`src/rtl/thor2024_icache_fill_pkg.sv`:
```
// Shared types and helpers for the I-cache line-fill controller.
package thor2024_icache_fill_pkg;

   typedef logic [31:0] address_t;
   typedef logic [15:0] asid_t;

   localparam int ICacheLineWidth   = 512;
   localparam int ICacheBundleWidth = 128;
   localparam int ICacheBundles     = ICacheLineWidth / ICacheBundleWidth;

   typedef struct packed {
      logic [3:0]                 v;
      logic                       m;
      asid_t                      asid;
      address_t                   vtag;
      address_t                   ptag;
      logic [ICacheLineWidth-1:0] data;
   } ICacheLine;

   typedef enum logic [2:0] {
      IDLE,
      REQ,
      WAIT,
      DRAIN,
      WRITE,
      ERR
   } fill_state_t;

   // Bundle-aligned address of bundle k within the line containing padr.
   function automatic address_t bundle_adr(input address_t padr, input logic [1:0] k);
      return (padr & ~address_t'(63)) | {26'b0, k, 4'h0};
   endfunction

endpackage

```
`src/rtl/thor2024_icache_fill.sv`:
```
// I-cache miss controller: critical-bundle-first fill of one line with early
// forwarding of the critical bundle and a single cache write at the end.
module thor2024_icache_fill
   import thor2024_icache_fill_pkg::*;
#(
   parameter int AW   = 32,
   parameter int ASW  = 16,
   parameter int NBUN = ICacheBundles
) (
   input  logic                         rst_i,
   input  logic                         clk_i,
   input  logic                         miss_i,
   input  logic [AW-1:0]                miss_vadr_i,
   input  logic [AW-1:0]                miss_padr_i,
   input  logic [ASW-1:0]               miss_asid_i,
   input  logic                         abort_i,
   output logic                         busy_o,
   output logic                         mem_req_o,
   output logic [AW-1:0]                mem_adr_o,
   input  logic                         mem_ack_i,
   input  logic                         mem_vld_i,
   input  logic                         mem_err_i,
   input  logic [ICacheBundleWidth-1:0] mem_dat_i,
   output logic                         byp_vld_o,
   output logic [ICacheBundleWidth-1:0] byp_dat_o,
   output logic                         wr_o,
   output ICacheLine                    line_o,
   output logic                         err_o
);

   localparam int KW = $clog2(NBUN);

   fill_state_t                state_q, state_d;
   logic [AW-1:0]              vadr_q, vadr_d;
   logic [AW-1:0]              padr_q, padr_d;
   logic [ASW-1:0]             asid_q, asid_d;
   logic [KW-1:0]              k_q, k_d;
   logic [KW-1:0]              cnt_q, cnt_d;
   logic [NBUN-1:0]            v_q, v_d;
   logic [ICacheLineWidth-1:0] data_q, data_d;

   always_ff @(posedge clk_i) begin
      if (rst_i) begin
         state_q <= IDLE;
         vadr_q  <= '0;
         padr_q  <= '0;
         asid_q  <= '0;
         k_q     <= '0;
         cnt_q   <= '0;
         v_q     <= '0;
         data_q  <= '0;
      end else begin
         state_q <= state_d;
         vadr_q  <= vadr_d;
         padr_q  <= padr_d;
         asid_q  <= asid_d;
         k_q     <= k_d;
         cnt_q   <= cnt_d;
         v_q     <= v_d;
         data_q  <= data_d;
      end
   end

   always_comb begin
      state_d   = state_q;
      vadr_d    = vadr_q;
      padr_d    = padr_q;
      asid_d    = asid_q;
      k_d       = k_q;
      cnt_d     = cnt_q;
      v_d       = v_q;
      data_d    = data_q;
      busy_o    = (state_q != IDLE);
      mem_req_o = 1'b0;
      mem_adr_o = '0;
      byp_vld_o = 1'b0;
      byp_dat_o = '0;
      wr_o      = 1'b0;
      line_o    = '0;
      err_o     = 1'b0;

      case (state_q)
         IDLE: begin
            if (miss_i && !abort_i) begin
               vadr_d  = miss_vadr_i;
               padr_d  = miss_padr_i;
               asid_d  = miss_asid_i;
               k_d     = miss_padr_i[4 +: KW];
               cnt_d   = '0;
               v_d     = '0;
               state_d = REQ;
            end
         end

         REQ: begin
            mem_req_o = 1'b1;
            mem_adr_o = bundle_adr(padr_q, k_q);
            // An accepted request must still have its response consumed.
            if (abort_i)
               state_d = mem_ack_i ? DRAIN : IDLE;
            else if (mem_ack_i)
               state_d = WAIT;
         end

         WAIT: begin
            if (abort_i) begin
               state_d = mem_vld_i ? IDLE : DRAIN;
            end else if (mem_vld_i) begin
               if (mem_err_i) begin
                  state_d = ERR;
               end else begin
                  data_d[k_q*ICacheBundleWidth +: ICacheBundleWidth] = mem_dat_i;
                  v_d[k_q] = 1'b1;
                  k_d      = k_q + KW'(1);
                  cnt_d    = cnt_q + KW'(1);
                  if (cnt_q == '0) begin
                     byp_vld_o = 1'b1;
                     byp_dat_o = mem_dat_i;
                  end
                  state_d = (cnt_q == KW'(NBUN-1)) ? WRITE : REQ;
               end
            end
         end

         DRAIN: begin
            if (mem_vld_i)
               state_d = IDLE;
         end

         WRITE: begin
            wr_o        = 1'b1;
            line_o.v    = v_q;
            line_o.m    = 1'b0;
            line_o.asid = asid_q;
            line_o.vtag = vadr_q & ~address_t'(63);
            line_o.ptag = padr_q & ~address_t'(63);
            line_o.data = data_q;
            state_d     = IDLE;
         end

         ERR: begin
            err_o   = 1'b1;
            state_d = IDLE;
         end

         default: state_d = IDLE;
      endcase
   end

endmodule

```
`config.mk`:
```
export PLATFORM = sky130hd
export DESIGN_NAME = thor2024_icache_fill
export DESIGN_NICKNAME = d
export VERILOG_FILES = /design/src/rtl/thor2024_icache_fill_pkg.sv /design/src/rtl/thor2024_icache_fill.sv
export SDC_FILE = /design/constraint.sdc
export NUM_CORES = 2
export LEC_CHECK = 0
export ABC_AREA = 1
export ABC_CLOCK_PERIOD_IN_PS = 2600
export CAP_MARGIN = 20
export CORE_AREA = 2 2 385 387
export DETAILED_ROUTE_END_ITERATION = 16
export DIE_AREA = 0 0 387 389
export GPL_TIMING_DRIVEN = 0
export PLACE_DENSITY = 0.52
export RECOVER_POWER = 100
export SLEW_MARGIN = 20
export SYNTH_ARGS = -nofsm -noshare
export SYNTH_HDL_FRONTEND = slang
export SYNTH_SLANG_ARGS = --single-unit
```
`constraint.sdc`:
```
create_clock -name clk_i -period 2.6 [get_ports clk_i]
set_clock_uncertainty 0.2 [all_clocks]
set_input_delay 0.52 -clock clk_i [delete_from_list [all_inputs] [get_ports clk_i]]
set_output_delay 0.52 -clock clk_i [all_outputs]
set_load 0.05 [all_outputs]
```
==> flow_summary.ini <==
[sta]
max_freq_ghz = 0.309
hold_ws_ns = 0.0990
fin_tns_setup_ns = -536.63
setup_ws_ns = -0.636
period_minus_slack_ns = 3.24
final-hold-violation-count = 0
timing.slew.headroom_pct = 22.1
setup_viol = 1283
rsz0062_at_grt = yes
tightest_slew_ns = 1.17
fin_crit_sh_pct = 124
maxSlewViolCount = 0

[pwr]
vdd_drop_max_uv = 374
power_mw = 27.9
power_per_cell_area_mw_per_mm2 = 580
leakage_nw = 19.9

[global_routing]
antenna_found_initial = 16
grt_max_degree = 19
grt_pass1_vias = 33800
grt_pass1_wl_um = 250000
grt_usage_pct = 23.3
overflow = 0

[worst_setup_path]
r2r_cells = 10
critPathMaxFanout = 10
critical_path_required_ns = 1.88
rr_endpoint = data_q[478]$_SDFFE_PP0P_
timing.rr.start = k_q[0]$_SDFFE_PP0P_
reg2reg_slack_ns = -0.52
arrival_ns = 2.52
path_class = register to primary output
startpoint_type = register
cp-end-kind = primary output

[layout]
mostFrequentLayoutCells = nor2_1, nand2_1, inv_1
drive_gt1_share_pct = 24.3
fill_cells = 16300
num-nets-final = 6548
syn2layout_area_growth_pct = 57.7
mostFrequentLayoutCell = nor2_1

[placement]
hpwlAfterDp_um = 144000
io_buffers = 949
globalplace.congestion = 0.925

[run]
drv_cap = 0

[worst_hold_path]
min_path_type = input pin to register
hold_end = state_q[2]$_SDFFE_PP0P_
hp-start = abort_i
hold_path_depth = 4

[cts]
cts_tree = yes
clockBufferDepth = 3
clock_sinks = 591
root_buffer = clkbuf_16
htreeDepth = 3
numCtsBuffers = 76
clock_latency_ns = 0.68
clk_transition_reported_paths_ns = 0.06

[die]
io_pins = 977
die_h_um = 389
std_cell_rows = 141
core_area_mm2 = 0.147
fp.dieArea_mm2 = 0.151
fp.dieW_um = 387
initial_core_util_pct = 20.8

[synth]
ys_warn_count = 0
syn_area_mm2 = 0.0305
ys_top_cells_by_area = dfxtp_1, nor2_1, nand2_1, inv_1, nand3_1
synth_top_area_share_pct = 38.7
synth_top_cell_by_area = dfxtp_1
syn_inst = 5232
synth-seq-area-share_pct = 38.7
ys_seq_elements = 591
synth.avg_cell_area_um2 = 5.84
synth_cell_types = 25

[detailed_routing]
final_antenna_net_count = 0
vias_per_cell = 4.29
vias = 35700
drc = 0
drt_pass1_iterations = 6
routed_wl_um = 182000
drt-wirelength-per-cell_um = 21.9
first_iter_violations = 2567

[status]
status = complete, but fails checks
violations = setup timing
metal layers:
metal,GRT usage (%),part of all wire [%]
met1,28.7,41
met5,0,0.0044
met3,6.26,8.7
met2,39.5,47
met4,6.93,2.9
worst max path at each step:
| stage | startpoint | endpoint | slack (ns) | cells after the start |
|---|---|---|---|---|
| floorplan | state_q[1]$_SDFFE_PP0P_ | line_o[103] | -0.26 | 6 |
| global route | state_q[1]$_SDFFE_PP0P_ | line_o[46] | -0.70 | 8 |
| global placement | k_q[0]$_SDFFE_PP0P_ | data_q[481]$_SDFFE_PP0P_ | -3.74 | 12 |
| finish | state_q[1]$_SDFFE_PP0P_ | line_o[382] | -0.64 | 8 |
| CTS | state_q[0]$_SDFFE_PP0P_ | byp_dat_o[101] | -0.71 | 8 |
| detailed placement | k_q[0]$_SDFFE_PP0P_ | data_q[376]$_SDFFE_PP0P_ | -3.58 | 14 |
cell usage after synthesis:
master	count
nor2_1	1748
nand2_1	1286
inv_1	733
dfxtp_1	591
nand3_1	157
clkbuf_1	145
buf_2	128
nor3_1	114
a21oi_1	74
buf_4	72
o21ai_0	70
nor2_2	64
buf_1	18
ha_1	9
buf_6	7
inv_2	5
nand4_1	2
nor2_4	2
a211oi_1	1
conb_1	1
nand2_2	1
nand2_4	1
nand3_4	1
nor3_2	1
or2_2	1
stage by stage:
step	utilization (%)	std cells	setup slack [ns]	instance area, µm²
final	32.9	8315	-0.636	48200
after global routing	32.9	8310	-0.703	48200
after CTS	32.0	8303	-0.715	46900
after detailed placement	29.5	8137	-3.58	43300
after global placement	29.4	8127	-3.74	43000
after floorplan	-	5248	-0.260	31100
logic make-up after synthesis:
family / synth area share, %
buffers and inverters: 15.2
AOI/OAI and AO/OA: 2.38
DFF: 38.7
other: 0.0123
and+or+nand+nor: 43.3
adders and majority gates: 0.369
worst max-delay path: stages, from the launching register on:
cell      delay (ns)
dfxtp_4         0.36
buf_8           0.13
nor3_4          0.23
inv_4           0.13
clkbuf_2        0.14
buf_12          0.17
buf_8           0.18
nor2_4          0.22
buf_4           0.26
timing repair:
action	in CTS	in global routing
pin swaps	17	9
hold buffers	0	0
setup buffers	28	3
resized for setup	4274	595
endpoints found under the hold margin	0	0
gates cloned	5	4
setup endpoints to repair	1262	1192
where the power goes:
part	total [mW]	switching, mW	internal (mW)
Sequential	9.62	0.167	9.45
Combinational	7.64	5.30	2.33
Clock	10.7	4.45	6.21
Total	27.9	9.92	18.0
registers in the layout, indices dropped and copies added (netlist names):
name,count
asid_q,16
cnt_q,2
data_q,512
k_q,2
padr_q,26
state_q,3
v_q,4
vadr_q,26
final cells by class:
class | count | area, µm² | area share [%]
Clock inverter | 17 | 205 | 0.426
Antenna cell | 5 | 12.5 | 0.0260
Buffer | 369 | 2660 | 5.51
Tap cell | 1930 | 2410 | 5.01
Clock buffer | 117 | 2240 | 4.64
Multi-Input combinational cell | 3549 | 15900 | 32.9
Inverter | 738 | 2800 | 5.80
Timing Repair Buffer | 999 | 10200 | 21.1
Sequential cell | 591 | 11800 | 24.6
Note: power is estimated with default switching activity, not from simulation.
